[src/rtl/cordic_hyp_pkg.sv]
// Shared hyperbolic CORDIC constants: atanh(2^-i) table in Q.16,
// ln(2), repeat indices and the ln/exp FSM state encoding.
package cordic_hyp_pkg;

    // ln(2) at 16 fractional bits
    localparam logic signed [31:0] LN2 = 32'sd45426;

    // Iterations executed twice for hyperbolic convergence
    localparam int REP_A = 4;
    localparam int REP_B = 13;

    typedef enum logic [2:0] {
        IDLE,
        NORM,
        ITER,
        COMBINE,
        DONE
    } state_e;

    // atanh(2^-i) * 2^16, rounded; zero beyond table resolution
    function automatic logic [31:0] atanh_q16(input int i);
        logic [31:0] v;
        case (i)
            1:       v = 32'd35999;
            2:       v = 32'd16739;
            3:       v = 32'd8235;
            4:       v = 32'd4101;
            5:       v = 32'd2049;
            6:       v = 32'd1024;
            7:       v = 32'd512;
            8:       v = 32'd256;
            9:       v = 32'd128;
            10:      v = 32'd64;
            11:      v = 32'd32;
            12:      v = 32'd16;
            13:      v = 32'd8;
            14:      v = 32'd4;
            15:      v = 32'd2;
            16:      v = 32'd1;
            default: v = 32'd0;
        endcase
        return v;
    endfunction

endpackage

[src/rtl/lead_one_enc.sv]
// Combinational priority encoder: position of the highest set bit.
// Ports: val_i operand, pos_o bit index, zero_o set when val_i == 0.
module lead_one_enc #(
    parameter int M  = 24,
    parameter int PW = $clog2(M)
) (
    input  logic [M-1:0]  val_i,
    output logic [PW-1:0] pos_o,
    output logic          zero_o
);

    always_comb begin
        pos_o  = '0;
        zero_o = 1'b1;
        // Later (higher) bits overwrite, leaving the leading one
        for (int i = 0; i < M; i++) begin
            if (val_i[i]) begin
                pos_o  = PW'(i);
                zero_o = 1'b0;
            end
        end
    end

endmodule

[src/rtl/ln.sv]
// Natural log of an unsigned fixed-point operand by hyperbolic CORDIC.
// Ports: CLK, RST (sync, high), i_ce start, i_val operand,
// o_ln signed result, done result valid, error operand was zero.
module ln
    import cordic_hyp_pkg::*;
#(
    parameter int M          = 24,
    parameter int I_FRAC     = 8,
    parameter int W          = 24,
    parameter int WF         = 16,
    parameter int ITERATIONS = 16,
    parameter int O          = 16
) (
    input  logic         CLK,
    input  logic         RST,
    input  logic         i_ce,
    input  logic [M-1:0] i_val,
    output logic [O-1:0] o_ln,
    output logic         done,
    output logic         error
);

    localparam int PW  = $clog2(M);
    localparam int IW  = $clog2(ITERATIONS + 1);
    localparam int RW  = W + 8;
    localparam int SH  = WF - I_FRAC;
    localparam int RND = 1 << (SH - 1);

    localparam logic signed [W-1:0]  ONE  = W'(1 << WF);
    localparam logic signed [RW-1:0] OMAX = RW'((1 << (O - 1)) - 1);
    localparam logic signed [RW-1:0] OMIN = ~OMAX;
    localparam logic [O-1:0]         ONEG = {1'b1, {(O - 1){1'b0}}};

    state_e              state_q, state_d;
    logic [M-1:0]        val_q, val_d;
    logic signed [7:0]   k_q, k_d;
    logic                zero_q, zero_d;
    logic signed [W-1:0] x_q, x_d;
    logic signed [W-1:0] y_q, y_d;
    logic signed [W-1:0] z_q, z_d;
    logic [IW-1:0]       i_q, i_d;
    logic                rep_q, rep_d;
    logic [O-1:0]        o_q, o_d;
    logic                done_q, done_d;
    logic                err_q, err_d;

    // Normalisation
    logic [PW-1:0]       lo_pos;
    logic                lo_zero;
    logic [PW-1:0]       norm_sh;
    logic [M-1:0]        aligned;
    logic [M+WF-1:0]     wide;
    logic signed [W-1:0] mant;

    lead_one_enc #(
        .M (M),
        .PW(PW)
    ) u_enc (
        .val_i (val_q),
        .pos_o (lo_pos),
        .zero_o(lo_zero)
    );

    assign norm_sh = PW'(M - 1) - lo_pos;
    assign aligned = val_q << norm_sh;
    // Leading one sits at bit M-1; keep WF bits below it
    assign wide    = {aligned, {WF{1'b0}}} >> (M - 1);
    assign mant    = W'(wide);

    // Iteration datapath
    logic signed [W-1:0] xs, ys, ang;

    assign xs  = x_q >>> i_q;
    assign ys  = y_q >>> i_q;
    assign ang = W'(atanh_q16(int'(i_q)));

    // Combine: ln(x) = 2*z + k*ln2, rounded and saturated
    logic signed [RW-1:0] z_ext, k_ext, kl, r_sum, r_shr, r_sat;

    assign z_ext = RW'(z_q);
    assign k_ext = RW'(k_q);
    assign kl    = k_ext * RW'(LN2);
    assign r_sum = (z_ext <<< 1) + kl + RW'(RND);
    assign r_shr = r_sum >>> SH;
    assign r_sat = (r_shr > OMAX) ? OMAX :
                   (r_shr < OMIN) ? OMIN : r_shr;

    always_comb begin
        state_d = state_q;
        val_d   = val_q;
        k_d     = k_q;
        zero_d  = zero_q;
        x_d     = x_q;
        y_d     = y_q;
        z_d     = z_q;
        i_d     = i_q;
        rep_d   = rep_q;
        o_d     = o_q;
        done_d  = done_q;
        err_d   = err_q;

        unique case (state_q)
            IDLE: begin
                if (i_ce) begin
                    val_d   = i_val;
                    state_d = NORM;
                end
            end
            NORM: begin
                // Zero takes the COMBINE slot to report the error
                if (lo_zero) begin
                    zero_d  = 1'b1;
                    state_d = COMBINE;
                end else begin
                    zero_d  = 1'b0;
                    k_d     = 8'(lo_pos) - 8'(I_FRAC);
                    x_d     = mant + ONE;
                    y_d     = mant - ONE;
                    z_d     = '0;
                    i_d     = IW'(1);
                    rep_d   = 1'b0;
                    state_d = ITER;
                end
            end
            ITER: begin
                if (y_q[W-1]) begin
                    x_d = x_q + ys;
                    y_d = y_q + xs;
                    z_d = z_q - ang;
                end else begin
                    x_d = x_q - ys;
                    y_d = y_q - xs;
                    z_d = z_q + ang;
                end
                if ((i_q == IW'(REP_A) || i_q == IW'(REP_B)) && !rep_q) begin
                    rep_d = 1'b1;
                end else begin
                    rep_d = 1'b0;
                    if (i_q == IW'(ITERATIONS)) begin
                        state_d = COMBINE;
                    end else begin
                        i_d = i_q + IW'(1);
                    end
                end
            end
            COMBINE: begin
                done_d  = 1'b1;
                state_d = DONE;
                if (zero_q) begin
                    o_d   = ONEG;
                    err_d = 1'b1;
                end else begin
                    o_d   = r_sat[O-1:0];
                    err_d = 1'b0;
                end
            end
            DONE: begin
                if (!i_ce) begin
                    done_d  = 1'b0;
                    state_d = IDLE;
                end
            end
            default: state_d = IDLE;
        endcase
    end

    always_ff @(posedge CLK) begin
        if (RST) begin
            state_q <= IDLE;
            val_q   <= '0;
            k_q     <= '0;
            zero_q  <= 1'b0;
            x_q     <= '0;
            y_q     <= '0;
            z_q     <= '0;
            i_q     <= '0;
            rep_q   <= 1'b0;
            o_q     <= '0;
            done_q  <= 1'b0;
            err_q   <= 1'b0;
        end else begin
            state_q <= state_d;
            val_q   <= val_d;
            k_q     <= k_d;
            zero_q  <= zero_d;
            x_q     <= x_d;
            y_q     <= y_d;
            z_q     <= z_d;
            i_q     <= i_d;
            rep_q   <= rep_d;
            o_q     <= o_d;
            done_q  <= done_d;
            err_q   <= err_d;
        end
    end

    assign o_ln  = o_q;
    assign done  = done_q;
    assign error = err_q;

endmodule

[config.mk]
export PLATFORM = sky130hd
export DESIGN_NAME = ln
export DESIGN_NICKNAME = d
export VERILOG_FILES = /design/src/rtl/cordic_hyp_pkg.sv /design/src/rtl/lead_one_enc.sv /design/src/rtl/ln.sv
export SDC_FILE = /design/constraint.sdc
export NUM_CORES = 1
export LEC_CHECK = 0
export ABC_AREA = 1
export CAP_MARGIN = 40
export CORE_ASPECT_RATIO = 0.5
export CORE_MARGIN = 3
export CORE_UTILIZATION = 55
export DETAILED_ROUTE_END_ITERATION = 7
export GPL_TIMING_DRIVEN = 0
export PLACE_DENSITY = 0.79
export RECOVER_POWER = 50
export SLEW_MARGIN = 20
export SYNTH_ARGS = -nofsm -noshare
export SYNTH_HDL_FRONTEND = slang
export SYNTH_HIERARCHICAL = 1
export SYNTH_SLANG_ARGS = --single-unit
[constraint.sdc]
create_clock -name CLK -period 7.6 [get_ports CLK]
set_input_delay 1.52 -clock CLK [delete_from_list [all_inputs] [get_ports CLK]]
set_output_delay 1.52 -clock CLK [all_outputs]
set_load 0.02 [all_outputs]
==> metrics list <==
- Status: finished, final reports clean
- Die extent in y: 130 um
* Final setup violation count: 0
* Layout Nets: 3,050
- Global-route total usage across every layer: 35.6%
- Clk network pwr share: 9.8%
* Number of nets in the synthesized netlist: 2,983
- TritonCTS built the clock tree.
- The Yosys step of the flow raised 6 warnings.
* Power Internal: 3.81 mW
- Across the run, the number of max-cap violations was 0.
- 0 antenna diodes ended up in the layout.
- Count of unresolved DRC violations after routing: 0
- Data required, critical path: 7930 ps
- On the worst path, the slowest cell contributes a delay of 550 ps.
- The post-route netlist has 4.21% of its cells at a drive strength greater than 1.
* Average size of a mapped cell: 6.10 um2
* Worst-case clock buffer depth: 2
- The number of cells on the worst reg-to-reg path is 36.
* Register-to-register path setup slack: 640 ps
* Pleak: 9.19 nW
- Among all flip-flop cells after synthesis, the most frequent one is dfxtp_1.
- In this run, synthesis produced a sequential element count of 146.
- Of the available clock period, the critical path in the final layout requires 91.5%.
- Max Freq: 0.144 GHz
- In this run the power density over the cells is 499 mW/mm2.
- Type of the tightest min-delay check: register to register
* Terminus of the critical flop-to-flop path: o_ln[9]
- Overall via count from detail_route: 19,180
- The H-tree generated during clock tree synthesis spans 4 levels.
- The worst hold path terminates at o_ln[11].
- Sw frac: 58.5%
- After floorplanning, the core was sized to cover 0.0296 mm2.
- Setup repair after global routing left no endpoint under its margin.
- The critical path is of the register to register type.
- Post-CTS Hold Fix Bufs: 0
* Routed length per placed instance: 18.2 um
- Arrival time of the worst setup path: 7290 ps
* Clock insertion delay at the later pin of the skew report: 470 ps
* Hold path startpoint: o_ln[11]
- Combinational logic is responsible for 77.1% of the overall power.
- The max-slew violation count was 0.
- After synthesis, flip-flops and latches occupy 17.3% of the total area.
* TritonCTS buffer count: 17
* CP startpoint kind: register
- After synthesis the cells add up to 0.0169 mm2.
- IR analysis of the VDD net gives a maximum drop of 0.000263 V.
* Final instance count without filler cells: 3,240
* Global-route wire length before repair: 91,300 um
- Effective utilization at floorplan: 57.0%
- Buffers placed on the I/O ports in this run total 43.
* Die Footprint: 0.0330 mm2
- Detailed-route wire length: 59,000 um
- Summed over all instances, the cell type with the most area after synthesis is dfxtp_1.
* Critical register-to-register path startpoint: k_q[3]
- Measured against its own limit, the worst slew margin works out to 32.2%.
* CTS clk-pin slew, worst paths: 80 ps
- I/O Pins: 45
- Fraction of registers with async set/reset: 0%
- The via count of the first global-routing pass is 17,491.
* Final weighted congestion in routability-driven placement: 1.05
* Antenna violations before repair: 0
- The pre-antenna-repair detailed-routing pass consisted of 7 iterations.
* Highest net fanout along the worst path: 10
* Number of DRC violations after detailed-routing iteration 0: 2,154
- For this design the total switching power over the nets is 5.38 mW.
* Post-synthesis cell type count: 57
* Gate count of the mapped netlist: 2,769
- After legalization and detailed placement, the total HPWL measured 47,800 um.
* Final Critical Period: 6960 ps
- EDFF count, synth: 0
- Area grow syn2layout: 9.21%
- Worst Hold Depth: 2
- Number of buffers inserted to repair setup after CTS: 0
- The floorplan step set the die width to 254 um.
* Inst Count DP: 3,205
- Critical path's most frequent cell: nand2_1
- Crit path capture type: register
* Top-area cell type share of the netlist area: 17.3%
- Worst Max-Slew Pin Slew: 1000 ps
* Final sum of negative setup slack: 0 ps
- Clk sinks: 146
- Final worst clock skew: 19.2 ps
* Hold Violations, Final: 0
- Dividing the detail-routed via count by the number of cells gives 5.92.
- Maximum number of pins on one net before global-route repair: 17
* Clock root buffer master: clkbuf_16
- Antenna-violating nets left: 0
- Most area-consuming cells after synthesis: dfxtp_1, nand2_1, ha_1
* Placement Rows: 44
- The number of gates resized after CTS was 0.
- Slowest stage cell on the critical path: fa_1
- The share of total power dissipated in sequential elements is 13.1%.
- After global routing the overflow that remains totals 0.
==> through the flow <==
stage          utilization [%]  setup slack, ps  hold WS (ps)  power (mW)  cell area (um2)
6_report                  62.3              645           460        9.19            18400
2_1_floorplan                -             1380           446        6.36            16900
3_5_place_dp              60.2              426           455        8.08            17800
5_1_grt                   62.3             28.9           477        10.1            18400
3_3_place_gp              60.1              519           452        7.97            17800
4_1_cts                   62.2              399           465        9.01            18400
==> cells by family after synthesis <==
family | share of synthesized area (%)
AOI/OAI and AO/OA | 21.0
xor gates and xnor gates | 4.77
DFF | 17.3
buffers and inverters | 9.41
muxes | 0.356
and+or+nand+nor | 32.5
adders and majority gates | 14.7
==> power groups by stage <==
stage	Clock, mW	Combinational, mW	Sequential, mW
after detailed placement	0	6.88	1.20
after floorplan	0	5.26	1.10
after CTS	0.905	6.92	1.18
final	0.904	7.09	1.20
after global placement	0	6.77	1.19
after global routing	0.939	7.94	1.22
==> critical path: cells and delay by family, from the launching register on <==
kind	cells	cell delay [ps]
compound gates	8	1400
xor+xnor	1	190
fa+ha+maj	7	2950
buf+inv	5	550
flops	1	480
simple gates	15	1240
==> layout by cell type (no fill, tap or decap), types with 9 or more instances in the layout <==
master / instances
inv_2: 10
a21oi_1: 277
dfxtp_1: 143
or2_2: 9
ha_1: 169
nand4_1: 29
nand2_1: 724
clkbuf_1: 68
o21bai_1: 14
dlygate4sd3_1: 19
xor2_1: 52
inv_1: 286
o21ai_1: 11
o211ai_1: 19
clkbuf_16: 17
fa_1: 18
a31oi_1: 23
o21ai_0: 236
buf_2: 26
clkdlybuf4s50_1: 24
nor2_1: 172
a21o_1: 12
nor3_1: 20
xnor2_1: 40
nor2_2: 9
nand3_1: 294
==> state kept, by name (all words and copies together) (netlist names), 3 cells and up <==
name	count
val_q	24
x_q	24
y_q	24
z_q	24
ang	16
o_ln	16
k_q	6
i_q	5
state_q	3
==> layout make-up <==
cell class	count	area (um2)
clock buffer	18	439
inverter	301	1130
clock inverter	14	165
tap	391	489
sequential	146	2930
buffer	105	457
fill	2948	11200
timing repair buffer	48	472
multi-input combinational	2217	12400
==> worst max path at each step <==
stage / start / end / slack [ps] / cells past startpoint
2_1_floorplan: k_q[5] / o_ln[10] / 1380 / 36
3_3_place_gp: k_q[3] / o_ln[9] / 520 / 36
3_5_place_dp: k_q[3] / o_ln[9] / 430 / 36
4_1_cts: k_q[3] / o_ln[9] / 400 / 36
5_1_grt: k_q[3] / o_ln[13] / 30 / 36
6_report: k_q[3] / o_ln[9] / 640 / 36
==> Yosys cell counts (3+ instances only) <==
cell type and instances:
a21boi_0 5, xor2_1 52, mux2i_1 6, o21bai_1 15, a21o_1 12, a21oi_1 277
o31ai_1 8, ha_1 169, xnor2_1 40, nor2_1 171, nand2_1 722, buf_1 10
nand3b_1 3, o21ai_1 11, inv_1 282, o21ai_0 236, inv_2 14, nor3_1 19
clkbuf_1 63, a31oi_1 23, o221ai_1 8, nor2_4 9, nor2_2 9, nand4_1 29
nor4_1 8, o21a_1 7, clkinv_1 4, or2_2 9, dfxtp_1 146, a211oi_1 4
buf_2 26, nand2_2 7, o211ai_1 19, fa_1 18, nand3_1 294, buf_4 4
o311ai_0 3, o221a_2 3
==> metal layers <==
| metal | global-route usage, % | vias to the layer above | routed length [um] |
|---|---|---|---|
| met5 | 0 | - | 0 |
| met4 | 15.1 | 0 | 2300 |
| met3 | 11.0 | 164 | 6780 |
| met2 | 57.5 | 910 | 25300 |
| met1 | 44.5 | 8639 | 24600 |
| li1 | - | 9467 | - |
Power figures use the tool's default switching activity.
